<file path="src/rtl/rv32i_multicycle_ctrl.sv">
// Multi-cycle RV32I control FSM: fetch handshake, opcode decode into immediate-type
// enables, and sequencing of PC update, data-memory access and register write-back.
module rv32i_multicycle_ctrl (
  input  logic        clk,
  input  logic        rst_n,
  input  logic [31:0] instr,
  output logic        imem_req,
  input  logic        imem_ready,
  output logic        ir_we,
  output logic        I_type_en,
  output logic        L_type_en,
  output logic        S_type_en,
  output logic        B_type_en,
  output logic        J_type_en,
  output logic        U_type_en,
  input  logic        branch_taken,
  output logic        pc_we,
  output logic [1:0]  pc_sel,
  output logic        dmem_req,
  output logic        dmem_we,
  input  logic        dmem_ready,
  output logic        reg_we,
  output logic [1:0]  wb_sel,
  output logic        instr_retired,
  output logic        halted
);

  typedef enum logic [2:0] {
    ST_FETCH  = 3'd0,
    ST_DECODE = 3'd1,
    ST_EXEC   = 3'd2,
    ST_MEM    = 3'd3,
    ST_WB     = 3'd4,
    ST_HALT   = 3'd5
  } state_t;

  typedef enum logic [3:0] {
    CLS_U     = 4'd0,
    CLS_J     = 4'd1,
    CLS_JALR  = 4'd2,
    CLS_B     = 4'd3,
    CLS_L     = 4'd4,
    CLS_S     = 4'd5,
    CLS_I     = 4'd6,
    CLS_OP    = 4'd7,
    CLS_FENCE = 4'd8,
    CLS_ILL   = 4'd9
  } cls_t;

  function automatic cls_t classify(input logic [6:0] op);
    case (op)
      7'b0110111, 7'b0010111: classify = CLS_U;
      7'b1101111:             classify = CLS_J;
      7'b1100111:             classify = CLS_JALR;
      7'b1100011:             classify = CLS_B;
      7'b0000011:             classify = CLS_L;
      7'b0100011:             classify = CLS_S;
      7'b0010011:             classify = CLS_I;
      7'b0110011:             classify = CLS_OP;
      7'b0001111:             classify = CLS_FENCE;
      default:                classify = CLS_ILL;
    endcase
  endfunction

  state_t     state_r;
  logic [6:0] opcode_r;
  logic [4:0] rd_r;
  // Clears on reset so no request is raised until the first clock after release.
  logic       live_r;
  cls_t       cls_s;
  logic       unused_s;

  assign cls_s    = classify(opcode_r);
  assign ir_we    = imem_req & imem_ready;
  assign unused_s = ^instr[31:12];

  // State register and latched opcode/rd fields.
  always_ff @(posedge clk or negedge rst_n) begin
    if (!rst_n) begin
      state_r  <= ST_FETCH;
      opcode_r <= 7'd0;
      rd_r     <= 5'd0;
      live_r   <= 1'b0;
    end else begin
      live_r <= 1'b1;
      case (state_r)
        ST_FETCH: begin
          if (ir_we) begin
            opcode_r <= instr[6:0];
            rd_r     <= instr[11:7];
            state_r  <= ST_DECODE;
          end else begin
            state_r  <= ST_FETCH;
          end
        end
        ST_DECODE: state_r <= (cls_s == CLS_ILL) ? ST_HALT : ST_EXEC;
        ST_EXEC: begin
          if (cls_s == CLS_L || cls_s == CLS_S) begin
            state_r <= ST_MEM;
          end else if (cls_s == CLS_B) begin
            state_r <= ST_FETCH;
          end else begin
            state_r <= ST_WB;
          end
        end
        ST_MEM: begin
          if (dmem_ready) begin
            state_r <= (cls_s == CLS_S) ? ST_FETCH : ST_WB;
          end else begin
            state_r <= ST_MEM;
          end
        end
        ST_WB:   state_r <= ST_FETCH;
        ST_HALT: state_r <= ST_HALT;
        default: state_r <= ST_FETCH;
      endcase
    end
  end

  // Immediate-type enables, held from DECODE through WB.
  always_comb begin
    I_type_en = 1'b0;
    L_type_en = 1'b0;
    S_type_en = 1'b0;
    B_type_en = 1'b0;
    J_type_en = 1'b0;
    U_type_en = 1'b0;
    if (state_r == ST_DECODE || state_r == ST_EXEC || state_r == ST_MEM || state_r == ST_WB) begin
      case (cls_s)
        CLS_I, CLS_JALR: I_type_en = 1'b1;
        CLS_L:           L_type_en = 1'b1;
        CLS_S:           S_type_en = 1'b1;
        CLS_B:           B_type_en = 1'b1;
        CLS_J:           J_type_en = 1'b1;
        CLS_U:           U_type_en = 1'b1;
        default:         I_type_en = 1'b0;
      endcase
    end else begin
      I_type_en = 1'b0;
    end
  end

  // Strobes and selects for the current state; branch and store retire without a WB cycle.
  always_comb begin
    imem_req      = 1'b0;
    pc_we         = 1'b0;
    pc_sel        = 2'b00;
    dmem_req      = 1'b0;
    dmem_we       = 1'b0;
    reg_we        = 1'b0;
    wb_sel        = 2'b00;
    instr_retired = 1'b0;
    halted        = 1'b0;
    case (state_r)
      ST_FETCH: imem_req = live_r;
      ST_EXEC: begin
        if (cls_s == CLS_B) begin
          pc_we         = 1'b1;
          pc_sel        = {1'b0, branch_taken};
          instr_retired = 1'b1;
        end else begin
          pc_we         = 1'b0;
        end
      end
      ST_MEM: begin
        dmem_req = 1'b1;
        dmem_we  = (cls_s == CLS_S);
        if (dmem_ready && cls_s == CLS_S) begin
          pc_we         = 1'b1;
          instr_retired = 1'b1;
        end else begin
          pc_we         = 1'b0;
        end
      end
      ST_WB: begin
        pc_we         = 1'b1;
        instr_retired = 1'b1;
        reg_we        = (cls_s != CLS_FENCE) && (rd_r != 5'd0);
        case (cls_s)
          CLS_J: begin
            pc_sel = 2'b01;
            wb_sel = 2'b10;
          end
          CLS_JALR: begin
            pc_sel = 2'b10;
            wb_sel = 2'b10;
          end
          CLS_L:   wb_sel = 2'b01;
          default: wb_sel = 2'b00;
        endcase
      end
      ST_HALT: halted = 1'b1;
      default: halted = 1'b0;
    endcase
  end

endmodule
</file>
<file path="config.mk">
export PLATFORM = sky130hd
export DESIGN_NAME = rv32i_multicycle_ctrl
export DESIGN_NICKNAME = d
export VERILOG_FILES = /design/src/rtl/rv32i_multicycle_ctrl.sv
export SDC_FILE = /design/constraint.sdc
export NUM_CORES = 1
export LEC_CHECK = 0
export CORE_MARGIN = 1.5
export CORE_UTILIZATION = 40
export DETAILED_ROUTE_END_ITERATION = 12
export GPL_ROUTABILITY_DRIVEN = 0
export PLACE_DENSITY = 0.82
export SETUP_SLACK_MARGIN = 0.15
export SLEW_MARGIN = 20
export SYNTH_ARGS = -nofsm -noshare
export SYNTH_HDL_FRONTEND = slang
export SYNTH_SLANG_ARGS = --single-unit
</file>
<file path="constraint.sdc">
create_clock -name clk -period 2.6 [get_ports clk]
set_input_delay 0.65 -clock clk [delete_from_list [all_inputs] [get_ports clk]]
set_output_delay 0.65 -clock clk [all_outputs]
set_load 0.05 [all_outputs]
</file>
==> results.md <==
- Path type of the worst setup path: flip-flop to output pin
- Worst supply voltage drop on vdd: 0.998 mV
- Cell internal pwr: 1.16 mW
- Mapped Area: 0.00114 mm²
- Total of flip-flops plus latches after synthesis: 16
- Power spent charging and discharging nets: 1.03 mW
- Flop pwr share: 0.256
- Max Cap Violations: 0
- Main synth FF type: sky130_fd_sc_hd__dfrtp_1
- Number of global-route vias before repair: 1,170
- Total chip power: 2.19 mW
- Initial core utilization: 0.418
- Fraction of post-synthesis cell area in the top cell type by area: 0.350
- Clock-pin slew of the registers on the worst-case setup and hold paths: 90 ps
- Setup repair after global routing missed its margin: true
- Areal power density over the cells: 1080 mW/mm²
- Number of cells in the design after placement: 178
- Final sum of negative setup slack: 0 ps
- Insertion delay to the later sink of the worst-skew pair: 290 ps
- Total leakage power: 0.820 nW
- DRT Wirelength: 3320 µm
- Part of the total power dissipated in combinational logic: 0.667
- Bufs on Longest Clock Path: 2
- Max-slew violations: 0
- WL/cell: 16.5 µm
- Iteration-0 DRC count of the detailed router: 36
- TritonCTS clock tree: yes
- Number of setup violations in the final report: 0
- Worst Path Required: 1950 ps
- Root buffer cell: sky130_fd_sc_hd__clkbuf_4
- Critical Path Sink Type: output pin
- Die area: 0.00319 mm²
- Synth Warn #: 0
- Final Skew: 0.532 ps
- H-tree levels: 1
- Syn_nets: 152
- Sw Ratio: 0.469
- Total number of vias: 1,149
- Die outline height: 56.5 µm
- Number of remaining DRC errors: 0
- Leading area contributor after synthesis: sky130_fd_sc_hd__dfrtp_1
- Die Width: 56.5 µm
- Final hold viol count: 0
- Count of buffers from port buffering: 34
- Critical Path Fanout Max: 8
- Global-route usage over all layers: 0.203
- Number of nets still failing antenna checks after routing: 0
- Result of the run: completed
- Number of I/O pins: 55
- Final non-filler cell total: 201
- CP startpoint kind: flip-flop
- Inserted Diodes: 0
- Maximum clock rate: 0.391 GHz
- Antenna violations before repair: 0
- Synthesized area per cell: 9.94 µm²
- Number of rows created at floorplan: 19
- Post-synthesis async set-or-reset flop share: 1.00
- Share of the clock period used by the worst path after layout: 0.984
- Global route overflow: 0
- Cell with the most instances after synthesis: sky130_fd_sc_hd__dfrtp_1
- Type of the worst min-delay path: flip-flop to flip-flop
- Cells taking the most area after synthesis: sky130_fd_sc_hd__dfrtp_1 35%, sky130_fd_sc_hd__mux2_4 11%, sky130_fd_sc_hd__buf_6 3.9%, sky130_fd_sc_hd__nor2_1 3.3%, sky130_fd_sc_hd__nand3_1 2.6%
- Arrival time worst endpoint: 1910 ps
- Relative slew margins: 0.533
- First-pass detailed-route iteration total: 4
- Number of enable-type register cells in the synthesized netlist: 0
- Signed area change from the synthesized netlist to the final layout: 76.6%
- Synthesized instance count: 115
- Worst slew pin tran: 698 ps
- Clock period minus worst slack: 2560 ps
- Nets@finish: 208
- Layout cells sized above 1: 0.565
- Synth unique cells: 42
- Maximum number of pins on one net before global-route repair: 17
- Fill cell total of the finished layout: 172
- Synth top cells by count: 16 x sky130_fd_sc_hd__dfrtp_1, 10 x sky130_fd_sc_hd__nor2_1, 8 x sky130_fd_sc_hd__mux2_4
- Core Box Area: 0.00273 mm²
- TritonCTS Sinks: 16
- CTS buffer count: 3
- Half-perimeter wire length of the detailed placement result: 2060 µm
- Via density per instance: 5.72
- Clock share of power: 0.077
- Sequential cell area fraction in the yosys report: 0.350
- Wire length of the first global-routing pass: 5190 µm
repair_timing:
item | CTS | global route
hold buffers | 0 | 0
pin swaps | 7 | 6
gates cloned | 0 | 0
buffers inserted | 13 | 6
resized for setup | 16 | 27
setup endpoints to repair | 10 | 12
layout make-up:
| cell class | instances | area (µm²) | area share |
|---|---|---|---|
| tap | 31 | 38.8 | 0.0192 |
| timing repair buffer | 59 | 648 | 0.321 |
| multi-input combinational | 85 | 861 | 0.426 |
| sequential | 16 | 409 | 0.203 |
| clock buffer | 4 | 36.3 | 0.0180 |
| inverter | 6 | 26.3 | 0.0130 |
critical path, stage by stage (launching register included):
cell	delay [ps]
sky130_fd_sc_hd__dfrtp_2	490
sky130_fd_sc_hd__and3b_2	240
sky130_fd_sc_hd__a21oi_1	60
sky130_fd_sc_hd__or3_4	370
sky130_fd_sc_hd__a2111oi_4	260
sky130_fd_sc_hd__buf_12	180
cells by family after synthesis:
logic type                 after synthesis  synth area share
adders and majority gates                1           0.00875
and+or+nand+nor                         49             0.278
xor gates and xnor gates                 1           0.00766
other                                    1           0.00328
DFF                                     16             0.350
muxes                                   10             0.125
AOI/OAI and AO/OA                       23             0.147
buffers and inverters                   14            0.0810
cell usage in the layout (no fill, tap or decap), types with 2 or more instances in the layout:
cell type and count:
sky130_fd_sc_hd__buf_4 26, sky130_fd_sc_hd__clkdlybuf4s50_1 16, sky130_fd_sc_hd__buf_12 10, sky130_fd_sc_hd__dfrtp_1 9, sky130_fd_sc_hd__nor2_1 8, sky130_fd_sc_hd__mux2_4 8
sky130_fd_sc_hd__dfrtp_2 7, sky130_fd_sc_hd__nand3_1 6, sky130_fd_sc_hd__buf_6 6, sky130_fd_sc_hd__inv_1 5, sky130_fd_sc_hd__nand2_2 3, sky130_fd_sc_hd__o21ai_0 3
sky130_fd_sc_hd__clkbuf_4 3, sky130_fd_sc_hd__nand3b_1 2, sky130_fd_sc_hd__o31ai_1 2, sky130_fd_sc_hd__or4_1 2, sky130_fd_sc_hd__nand2b_1 2, sky130_fd_sc_hd__nor3_4 2
sky130_fd_sc_hd__a21oi_2 2, sky130_fd_sc_hd__nor4_4 2, sky130_fd_sc_hd__nand2_1 2, sky130_fd_sc_hd__o21ai_4 2, sky130_fd_sc_hd__nor3b_2 2, sky130_fd_sc_hd__a21oi_1 2
sky130_fd_sc_hd__a2111oi_4 2, sky130_fd_sc_hd__o21ai_1 2, sky130_fd_sc_hd__nor3_2 2, sky130_fd_sc_hd__mux2_2 2
power by group through the flow:
stage	combinational (mW)	sequential, mW	clock, mW
global route	1.53	0.580	0.175
floorplan	0.878	0.453	0
detailed placement	1.05	0.541	0
CTS	1.27	0.521	0.168
finish	1.46	0.560	0.168
global placement	1.03	0.529	0
layer usage:
layer | global-route usage | up-vias | share of wire
met5 | 0 | - | 0
met4 | 0.0612 | 0 | 0.0075
met3 | 0.0207 | 3 | 0.054
met2 | 0.360 | 57 | 0.55
met1 | 0.257 | 561 | 0.39
li1 | - | 528 | -
registers in the layout, indices dropped and copies added (netlist names):
| signal | flops |
|---|---|
| rd_r | 5 |
| opcode_r | 7 |
| live_r | 1 |
| state_r | 3 |
final timing paths:
kind	start	endpoint	slack [ps]	cells past startpoint
setup / recovery	opcode_r[6]	pc_sel[1]	40	5
hold / removal	rd_r[2]	rd_r[2]	520	1
setup reg to reg	opcode_r[6]	state_r[1]	760	5
hold reg to reg	rd_r[2]	rd_r[2]	520	1
max in group asynchronous	rst_n	state_r[2]	1350	1
min in group asynchronous	rst_n	rd_r[1]	770	1
stage by stage:
stage                     area (µm²)   util  hold WS, ps  worst slack [ps]
after CTS                       1870  0.682          516              43.8
after global routing            2020  0.739          539             -36.8
after floorplan                 1230      -          354              -171
final                           2020  0.739          518              40.7
after detailed placement        1670  0.609          495               188
after global placement          1670  0.609          486               201
(Power assumes the default switching activity.)
